File: src/rtl/frame_crc_check.sv
// Per-frame CRC-32 checker for configuration readback. It compares each frame against a
// golden ROM, counts upsets and declares a SEFI on too many errors or a stalled stream.
module frame_crc_check #(
  parameter int WORDS_PER_FRAME = 41,
  parameter int NUM_FRAMES      = 16384,
  parameter int FRAME_AW        = 14,
  parameter int SEFI_THRESH     = 4,
  parameter int TIMEOUT_CYC     = 1024
) (
  input  logic                clk,
  input  logic                rst,
  input  logic                scrub_start,
  input  logic                rb_valid,
  output logic                rb_ready,
  input  logic [31:0]         rb_data,
  output logic [FRAME_AW-1:0] gold_addr,
  input  logic [31:0]         gold_crc,
  output logic                frame_err,
  output logic [FRAME_AW-1:0] err_frame,
  output logic [7:0]          err_count,
  output logic                sefi_detected,
  output logic                scrub_done,
  output logic                busy
);

  localparam int WCW = $clog2(WORDS_PER_FRAME + 1);
  localparam int TCW = $clog2(TIMEOUT_CYC + 1);
  localparam logic [WCW-1:0]      LAST_W   = WCW'(WORDS_PER_FRAME - 1);
  localparam logic [TCW-1:0]      TO_LAST  = TCW'(TIMEOUT_CYC - 1);
  localparam logic [FRAME_AW-1:0] LAST_F   = FRAME_AW'(NUM_FRAMES - 1);
  localparam logic [7:0]          SEFI_T   = 8'(SEFI_THRESH);
  localparam logic [31:0]         CRC_INIT = 32'hFFFF_FFFF;
  localparam logic [31:0]         POLY     = 32'h04C1_1DB7;

  typedef enum logic [2:0] {
    S_IDLE, S_RUN, S_LOOKUP, S_COMPARE, S_DONE, S_ABORT
  } state_t;

  state_t             state, state_nxt;
  logic [31:0]        crc;
  logic [WCW-1:0]     word_cnt;
  logic [TCW-1:0]     timeout_cnt;
  logic [FRAME_AW-1:0] frame_idx;
  logic               handshake;
  logic               mismatch;
  logic [7:0]         err_post;

  // Whole 32-bit word folded in one cycle, MSB first, non-reflected.
  function automatic logic [31:0] crc_next(input logic [31:0] c, input logic [31:0] d);
    logic [31:0] r;
    r = c;
    for (int i = 31; i >= 0; i--) begin
      r = (r[31] ^ d[i]) ? ({r[30:0], 1'b0} ^ POLY) : {r[30:0], 1'b0};
    end
    return r;
  endfunction

  assign rb_ready      = (state == S_RUN);
  assign busy          = (state != S_IDLE);
  assign handshake     = rb_valid & rb_ready;
  assign mismatch      = (crc != gold_crc);
  assign frame_err     = (state == S_COMPARE) && mismatch;
  assign scrub_done    = (state == S_DONE);
  assign sefi_detected = (state == S_ABORT);
  assign gold_addr     = frame_idx;
  assign err_post      = !mismatch ? err_count :
                         (err_count == 8'hFF) ? 8'hFF : err_count + 8'd1;

  // NOTE: every always_comb output gets a default first so no path can infer a latch.
  always_comb begin
    state_nxt = state;
    unique case (state)
      S_IDLE:    if (scrub_start) state_nxt = S_RUN;
      S_RUN: begin
        if (handshake && word_cnt == LAST_W)         state_nxt = S_LOOKUP;
        else if (!handshake && timeout_cnt == TO_LAST) state_nxt = S_ABORT;
      end
      S_LOOKUP:  state_nxt = S_COMPARE;
      S_COMPARE: begin
        if (err_post >= SEFI_T)       state_nxt = S_ABORT;
        else if (frame_idx == LAST_F) state_nxt = S_DONE;
        else                          state_nxt = S_RUN;
      end
      S_DONE:    state_nxt = S_IDLE;
      S_ABORT:   state_nxt = S_IDLE;
      default:   state_nxt = S_IDLE;
    endcase
  end

  // NOTE: sequential state uses non-blocking assignments so all registers update together.
  always_ff @(posedge clk) begin
    if (rst) begin
      state       <= S_IDLE;
      crc         <= CRC_INIT;
      word_cnt    <= '0;
      timeout_cnt <= '0;
      frame_idx   <= '0;
      err_frame   <= '0;
      err_count   <= '0;
    end else begin
      state <= state_nxt;
      unique case (state)
        S_IDLE: if (scrub_start) begin
          crc         <= CRC_INIT;
          word_cnt    <= '0;
          timeout_cnt <= '0;
          frame_idx   <= '0;
          err_frame   <= '0;
          err_count   <= '0;
        end
        S_RUN: begin
          if (handshake) begin
            crc         <= crc_next(crc, rb_data);
            word_cnt    <= word_cnt + 1'b1;
            timeout_cnt <= '0;
          end else begin
            timeout_cnt <= timeout_cnt + 1'b1;
          end
        end
        S_COMPARE: begin
          if (mismatch) err_frame <= frame_idx;
          err_count   <= err_post;
          crc         <= CRC_INIT;
          word_cnt    <= '0;
          timeout_cnt <= '0;
          if (state_nxt == S_RUN) frame_idx <= frame_idx + 1'b1;
        end
        default: ;
      endcase
    end
  end

endmodule

File: config.mk
export PLATFORM = sky130hd
export DESIGN_NAME = frame_crc_check
export DESIGN_NICKNAME = d
export VERILOG_FILES = /design/src/rtl/frame_crc_check.sv
export SDC_FILE = /design/constraint.sdc
export NUM_CORES = 1
export LEC_CHECK = 0
export CAP_MARGIN = 15
export CELL_PAD_IN_SITES_DETAIL_PLACEMENT = 0
export CELL_PAD_IN_SITES_GLOBAL_PLACEMENT = 1
export CORE_ASPECT_RATIO = 1.2
export CORE_MARGIN = 8
export CORE_UTILIZATION = 43
export CTS_BUF_LIST = sky130_fd_sc_hd__clkbuf_8
export DETAILED_ROUTE_END_ITERATION = 16
export MAX_ROUTING_LAYER = met4
export PLACE_DENSITY_LB_ADDON = 0.1
export SETUP_SLACK_MARGIN = 0.2
export SLEW_MARGIN = 0
export SYNTH_ARGS = -nofsm -noshare
export SYNTH_HDL_FRONTEND = slang
export SYNTH_SLANG_ARGS = --single-unit
File: constraint.sdc
create_clock -name clk -period 4.3 [get_ports clk]
set_input_delay 0.43 -clock clk [delete_from_list [all_inputs] [get_ports clk]]
set_output_delay 0.43 -clock clk [all_outputs]
set_load 0.02 [all_outputs]
Word level (Yosys, flattened, before mapping):

Index checks and enable logic that the tools add are counted.

* add/sub/neg operators: 4
* magnitude comparators: 1
* equality and inequality tests: 15
* muxes and demuxes: 56
* bitwise logic cells: 65
* reductions and logical operators: 13

Operators by type and width (count)
* two-way mux 27 bit: 32
* inverter 14 bit: 32
* one-hot mux 32 bit (3 select lines): 1
* two-way mux 32 bit: 2
* one-hot mux 14 bit (2 select lines): 2
* two-way mux 14 bit: 3
* one-hot mux 11 bit (3 select lines): 1
* != test 32 bit: 1
* bitwise XOR 1 bit: 32
* two-way mux 8 bit: 3
* two-way mux 11 bit: 2
* one-hot mux 6 bit (3 select lines): 1
* one-hot mux 8 bit (2 select lines): 1
* two-way mux 3 bit: 5
* adder 14 x 1 -> 14 bit, second input constant: 1
* == test 14 bit, second input constant: 1
* two-way mux 6 bit: 2
* one-hot mux 3 bit (4 select lines): 1
* adder 11 x 1 -> 11 bit, second input constant: 1
* == test 11 x 10 -> 1 bit, second input constant: 1
* AND reduction 3 bit: 3
* adder 8 x 1 -> 8 bit, second input constant: 1
* == test 8 bit, second input constant: 1
* greater-or-equal comparator 8 x 3 -> 1 bit, second input constant: 1
* 14 further kinds: 23

* bits in registers: 88
* input bits: 68
* output and inout bits: 41
* word-level logic and storage cells: 161

Longest topological paths before layout:

Gate-level depths: netlist of the first run.

* depth in word-level cells: 66
* depth in mapped cells: 11
* depth with buffers taken out: 11

Worst setup path before layout of the first run:

Ideal clock, no wire load.

* kind: input-to-reg
* start: in rb_data[27]
* end: reg crc[11]
* setup time: 0.132 ns
* arrival time: 3.813 ns
* required time: 4.168 ns
* slack: 0.354 ns
* stages on the path: 9
* buffers on the path: 0
* path through: xor2_1 -> xnor3_1 -> xnor3_1 -> xor2_1 -> xnor3_1 -> xor2_2 -> xnor3_2 -> xor3_1 -> a21oi_1

* cells in the longest elaborated chain, start to end: 38
* elaborated cells between the ends (all ways): 66
* those cells by class: mux: 30; bitwise: 36

RTL lines
* from (decl): RTL line 15 `input logic [31:0] rb_data,`
* bitwise XOR 1 bit *: RTL line 53 `r = (r[31] ^ d[i]) ? ({r[30:0], 1'b0} ^ POLY) : {r[30:0], 1'b0};`
* two-way mux 27 bit *: RTL line 53
* two-way mux 27 bit (5 in a row): RTL line 53
* inverter 14 bit (no line)
* two-way mux 27 bit: RTL line 53
* inverter 14 bit (no line)
* two-way mux 27 bit (3 in a row): RTL line 53
* inverter 14 bit (no line)
* [... 15 more ...]
* inverter 14 bit (no line)
* two-way mux 27 bit (2 in a row): RTL line 53
* inverter 14 bit (no line)
* two-way mux 27 bit: RTL line 53
* inverter 14 bit (no line)
* two-way mux 27 bit *: RTL line 53
* two-way mux 32 bit *: RTL line 112 `if (handshake) begin`
* one-hot mux 32 bit (3 select lines) *: RTL line 102 `unique case (state)`
* to (signal assigned): RTL line 113 `crc <= crc_next(crc, rb_data);`
* to (decl): RTL line 40 `logic [31:0] crc;`

Every way passes the cells marked *; elsewhere a longest branch is shown, timed or not. The select of a mux whose other input is x is not followed.
A chain may end at the register's enable or synchronous reset.

Worst setup path in the final report of the first run:

* start: in rb_data[31]
* end: reg crc[11]

* cells in the longest elaborated chain, start to end: 43
* elaborated cells between the ends (all ways): 80
* those cells by class: mux: 34; bitwise: 46

RTL lines (RTL line)
* bitwise XOR 1 bit *: 53
* two-way mux 27 bit *: 53
* two-way mux 27 bit / inverter 14 bit (equally long branches) (3 in a row)
* inverter 14 bit (no line) / two-way mux 27 bit (equally long branches)
* two-way mux 27 bit: 53
* two-way mux 27 bit / inverter 14 bit (equally long branches) (4 in a row)
* two-way mux 27 bit: 53
* inverter 14 bit (no line) / two-way mux 27 bit (equally long branches)
* [... 22 more ...]
* two-way mux 27 bit / inverter 14 bit (equally long branches)
* two-way mux 27 bit: 53
* inverter 14 bit (no line) / bitwise XOR 1 bit (equally long branches)
* two-way mux 27 bit: 53
* inverter 14 bit (no line) / bitwise XOR 1 bit (equally long branches)
* two-way mux 27 bit *: 53
* two-way mux 32 bit *: 112
* one-hot mux 32 bit (3 select lines) *: 102

Marks and branches as above.

==> metrics.yaml, run 1 <==
yosys:
  syn_avg_cell_area_um2: 9.675
  synthXorXnorAreaFrac_pct: 50.52
  synth.most_common_cell: "xnor2_1"
  syn_area_um2: 6830
  synth_top_family_by_area: "XOR/XNOR gates"
  synth_top_area_share_pct: 25.79
  synth_fp_nets: 779
  synth.area.top_cells: "dfxtp_1, xnor2_1, xnor3_1"
  synth_edf_count: 0
  ys_warn_count: 0
  yosysTopAreaCell: "dfxtp_1"
  synth_top_flop_cell: "dfxtp_1"
  synthSimpleGateAreaFrac_pct: 13.46
  async_reset_ff_share_pct: 0
  ys_seq_elements: 88
  synth_common_cells: "xnor2_1, dfxtp_1, nor2_1"
  seq_area_frac_synth_pct: 25.79
  synth-compound-area-share_pct: 6.814
  synth_fa_ha_area_share_pct: 0.9159
  synth.distinct_cells: 42
  synthesis.instances: 706
  synth_mux_area_share_pct: 0.8976
setup_path:
  cp.depth: 10
  cpMaxStageDelayCell: "clkdlybuf4s50_1"
  cpPeakStageDelay_ns: 0.57
  cp_common_cell: "xnor3_2"
  worstPathRequired_ns: 4.60
  crit_path_start_kind: "input pin"
  reg2reg_depth: 9
  path_class: "in2reg"
  arrival_ns: 4.30
  cp_max_fo: 4
  path_cells: "clkdlybuf4s50_1, xor2_2, xnor3_2, xnor3_2, xnor3_2, xnor2_1, xor2_1, xnor3_2, xor3_1, a21oi_1"
  cp_top_family: "XOR/XNOR gates"
  worst-path-buf-inv: 1
  endpoint_kind: "flip-flop"
sta:
  finalSetupViolations: 0
  fin_crit_sh_pct: 92.96
  max_freq_mhz: 250.2
  holdWs_ns: 0.4714
  drv_slew: 0
  slew_headroom_pct: 38.18
  layout_min_cycle_time_ns: 3.997
  worst_slew_pin_slew_ns: 0.9188
  hold_violations: 0
  rsz0062_at_grt: "yes"
  fin_skew_ns: 0.01260
global_routing:
  grt_pass1_vias: 5986
  use_met3_pct: 4.360
  grt-ovfl-total: 0
  met2_usage_pct: 39.02
  antenna_found_initial: 0
  grt_max_degree: 33
  grt_busiest_layer: "met2"
  grt_pass1_wl_um: 34040
  grtUsageMet1_pct: 25.56
  grtUsageTotal_pct: 23.08
job:
  cap_violations: 0
die:
  core_um2: 15580
  die-area_um2: 20190
  io_pins: 109
  num_rows: 50
  die_height_um: 154.1
  die_w_um: 131.1
  start_util_pct: 43.85
place:
  gp_congestion: 0.9785
  place_area_um2: 8720
  io_buffer_count: 108
  dp_hpwl_um: 18260
min_path:
  min_delay_path_depth: 2
  hold_path.class: "reg2reg"
clock_network:
  cts-htree-levels: 3
  clock_latency_ns: 0.37
  cts_tree: "yes"
  root_buffer: "clkbuf_8"
  numCtsBuffers: 9
  clk_pin_slew_worst_paths_ns: 0.09
  cts_num_sinks: 88
  clockBufferDepth: 2
route:
  via_per_inst: 5.053
  first_pass_iters: 4
  routed-via-count: 5558
  drtIter0Drc: 239
  ant_nets: 0
  route.detailed.drc: 0
  wl_um: 22000
  wl_per_cell_um: 20.00
finish:
  fin_nets: 960
  design_area_um2: 8967
  fin_util_pct: 57.57
  syn_to_final_growth_pct: 31.29
  diodes: 0
  fill_cells: 1393
  drive_above_1_share_pct: 13.68
run_status:
  status: "completed"
## worst register-to-register path, cell delays in order, from the launching register on
cell     delay (ns)
dfxtp_1        0.51
xor2_2         0.20
xnor3_2        0.48
xnor3_2        0.46
xnor3_2        0.54
xnor2_1        0.30
xor2_1         0.29
xnor3_2        0.52
xor3_1         0.39
a21oi_1        0.15
## state kept, by name (all words and copies together), names as in the netlist
signal       count
crc             32
err_count        8
err_frame       14
gold_addr       14
state            3
timeout_cnt     11
word_cnt         6
## placed cells by master (no fill, tap or decap), types with 5 or more instances in the layout
master and n:
o21ai_0 12, xor3_1 6, xor2_1 55, xnor2_2 9
inv_1 9, xnor3_1 38, nand3_1 25, a21oi_1 64
ha_1 5, mux2i_1 5, buf_4 81, and3_1 6
clkdlybuf4s50_1 108, nand2_1 38, clkbuf_8 9, nor2_1 65
nand4_1 22, xnor3_2 7, or3_1 10, xnor2_1 179
dfxtp_1 88
## kinds of logic after synthesis
family,count (synthesis)
mux,6
xor+xnor,300
simple gates,191
fa+ha+maj,5
flops,88
buf+inv,29
compound gates,87
## routing by layer
metal / vias to the layer above / wire length, um
li1: 2750 / -
met1: 2613 / 8787
met2: 154 / 11210
met3: 41 / 1007
met4: 0 / 994
met5: - / 0
## worst paths after layout
kind            startpoint             to  slack (ns)
min reg2reg  err_frame[13]  err_frame[13]        0.47
max            rb_data[31]        crc[11]        0.30
min          err_frame[13]  err_frame[13]        0.47
max reg2reg        crc[31]        crc[11]        0.42
## area by class of cell
type / count / area, um^2 / area share, %
repair buffers: 190 / 1709 / 19.06
clock inverters: 7 / 77.57 / 0.8651
inverters: 9 / 33.78 / 0.3767
well taps: 208 / 260.3 / 2.902
flip-flops and latches: 88 / 1762 / 19.65
clock buffers: 9 / 123.9 / 1.381
multi-input cells: 589 / 5001 / 55.77
## metrics by stage
stage          setup slack (ns)  cells  TNS [ns]
2_1_floorplan            0.3544    706         0
3_3_place_gp           -0.03595   1083   -0.1030
3_5_place_dp            -0.1130   1083   -0.4739
4_1_cts                  0.2352   1099         0
5_1_grt                  0.1325   1100         0
6_report                 0.3029   1100         0
## what timing repair did
action,4_1_cts,5_1_grt
resized for setup,0,6
endpoints found under the hold margin,0,0
buffers inserted,0,1
hold buffers,0,0
endpoints found under the setup margin,0,6
Power of run 1 is left out: the tool's default activity adds up to more than one toggle a clock period on the data nets, which glitch-free logic cannot reach.
==> run 2: changes to the inputs <==
CORE_UTILIZATION = 35   (was 43)
==> run 2 against run 1 <==
  * Final area down 0.14%
  * Worst setup slack better by 0.019 ns
  * Utilization down 11 points
  * Fmax up 0.47%
  * Register-to-register slack about the same
  * First-iteration DRC count down 20%
  * Cell count up 4.7%
  * Critical endpoint unchanged
  * Critical path depth unchanged
  * Count of clock-buffer cells in the layout up 1
==> metrics.yaml, run 2 (synthesis results as in run 1) <==
clock_network:
  clock_latency_ns: 0.38  # was 0.37 ns
  cts_num_sinks: 88  # unchanged
  ctsHoldBuffers: 0  # unchanged
  post_cts_resized: 0  # unchanged
  cts_tree: "yes"  # unchanged
  numCtsBuffers: 9  # unchanged
  clockBufferDepth: 2  # unchanged
  root_buffer: "clkbuf_8"  # unchanged
  clk_pin_slew_worst_paths_ns: 0.09  # about the same
  cts-htree-levels: 3  # unchanged
  post_cts_buffers: 0  # unchanged
min_path:
  hold_path.class: "reg2reg"  # unchanged
  min_delay_path_depth: 2  # unchanged
  whs_endpoint: "err_frame[7]"  # was err_frame[13]
  worstHoldStart: "err_frame[7]"  # was err_frame[13]
setup_path:
  cp_top_family: "XOR/XNOR gates"  # unchanged
  timing.rr.end: "crc[11]"  # unchanged
  cpMaxStageDelayCell: "clkdlybuf4s50_1"  # unchanged
  r2r_slack_ns: 0.43  # was 0.42 ns
  endpoint_kind: "flip-flop"  # unchanged
  worstPathRequired_ns: 4.61  # was 4.60 ns
  worst-path-buf-inv: 1  # unchanged
  path_cells: "clkdlybuf4s50_1, xor2_2, xnor3_2, xnor3_2, xnor3_2, xnor2_1, xor2_1, xnor3_2, xor3_1, a21oi_1"  # unchanged
  reg2reg_depth: 9  # unchanged
  crit_path_start_kind: "input pin"  # unchanged
  cpPeakStageDelay_ns: 0.56  # was 0.57 ns
  path_class: "in2reg"  # unchanged
  reg2reg_from: "crc[31]"  # unchanged
  arrival_ns: 4.29  # was 4.30 ns
  cp_common_cell: "xnor3_2"  # unchanged
  cp_max_fo: 4  # unchanged
finish:
  multi_input_area_um2: 4962  # was 5001 um^2
  largest_register_ffs: 32  # unchanged
  layout_commonest_cell: "xnor2_1"  # unchanged
  layout_common_cells: "xnor2_1, clkdlybuf4s50_1, dfxtp_1"  # unchanged
  fin_util_pct: 46.31  # was 57.57%
  diodes: 0  # unchanged
  fin_nets: 959  # was 960
  regArea_um2: 1762  # unchanged
  largest-register: "crc"  # unchanged
  drive_above_1_share_pct: 12.91  # was 13.68%
  final_cells: 1152  # was 1100
  syn_to_final_growth_pct: 31.10  # was 31.29%
  design_area_um2: 8955  # was 8967 um^2
  fill_cells: 1946  # was 1393
sta:
  hold_violations: 0  # unchanged
  rsz0062_at_grt: "no"  # was yes
  fin_crit_sh_pct: 92.52  # was 92.96%
  fin_skew_ns: 0.01230  # was 0.01260 ns
  finalSetupViolations: 0  # unchanged
  max_freq_mhz: 251.3  # was 250.2 MHz
  drv_slew: 0  # unchanged
  layout_min_cycle_time_ns: 3.979  # was 3.997 ns
  slew_headroom_pct: 48.49  # was 38.18%
  worst_slew_pin_slew_ns: 0.7655  # was 0.9188 ns
route:
  wl_per_cell_um: 19.95  # was 20.00 um
  first_pass_iters: 4  # unchanged
  via_per_inst: 4.858  # was 5.053
  drtIter0Drc: 191  # was 239
  ant_nets: 0  # unchanged
  wl_um: 22980  # was 22000 um
  routed-via-count: 5596  # was 5558
  route.detailed.drc: 0  # unchanged
die:
  io_pins: 109  # unchanged
  num_rows: 56  # was 50
  core_um2: 19340  # was 15580 um^2
  die_height_um: 169.0  # was 154.1 um
  start_util_pct: 35.32  # was 43.85%
  die-area_um2: 24260  # was 20190 um^2
  die_w_um: 143.5  # was 131.1 um
global_routing:
  grt_max_degree: 45  # was 33
  grt_pass1_wl_um: 34340  # was 34040 um
  grt_pass1_vias: 5836  # was 5986
  antenna_found_initial: 0  # unchanged
  grtUsageTotal_pct: 19.90  # was 23.08%
  grt-ovfl-total: 0  # unchanged
run_status:
  status: "completed"  # unchanged
place:
  gp_congestion: 0.9690  # was 0.9785
  io_buffer_count: 108  # unchanged
  dp_cells: 1136  # was 1083
  dp_hpwl_um: 19060  # was 18260 um
  place_area_um2: 8773  # was 8720 um^2
job:
  cap_violations: 0  # unchanged
==> run 2: through the flow <==
stage | setup slack (ns) | hold slack, ns | setup TNS (ns)
2_1_floorplan | 0.3544 | 0.4538 | 0
3_3_place_gp | 0.02319 | 0.4558 | 0
3_5_place_dp | -0.01661 | 0.4603 | -0.01661
4_1_cts | 0.3779 | 0.4730 | 0
5_1_grt | 0.2029 | 0.4976 | 0
6_report | 0.3214 | 0.4740 | 0
==> run 2: worst reg2reg max path, delay by kind of cell, from the launching register on <==
| kind | cells | cell delay (ns) |
|---|---|---|
| xor gates and xnor gates | 8 | 3.18 |
| AOI/OAI and AO/OA | 1 | 0.15 |
| DFF | 1 | 0.48 |
==> run 2: worst max path at each step <==
stage	cells past startpoint	from	end
floorplan	9	rb_data[27]	crc[11]
global placement	10	rb_data[29]	crc[16]
detailed placement	10	rb_data[22]	crc[11]
CTS	10	rb_data[22]	crc[11]
global route	11	rb_data[31]	crc[4]
finish	10	rb_data[31]	crc[11]
==> run 2: cell type report <==
cell class	count	area share [%]
clock inverters	6	0.4890
inverters	9	0.3773
repair buffers	189	18.86
flip-flops and latches	88	19.67
multi-input cells	589	55.41
well taps	261	3.647
clock buffers	10	1.537
==> run 2: layer usage <==
layer  share of wire (%)  vias up  track usage, %
met5                   0        -               -
met4                 3.6        0           8.429
met3                 4.3       34           3.410
met2                  51      143           34.50
met1                  41     2676           22.08
li1                    -     2743               -
Power of run 2 is left out for the same reason.
==> run 3: changes to the inputs <==
CORE_UTILIZATION = 43   (was 35)
==> results of run 3 <==
Final layout, timing and power as in run 1 (identical DEF).
Power of run 3 is left out for the same reason.
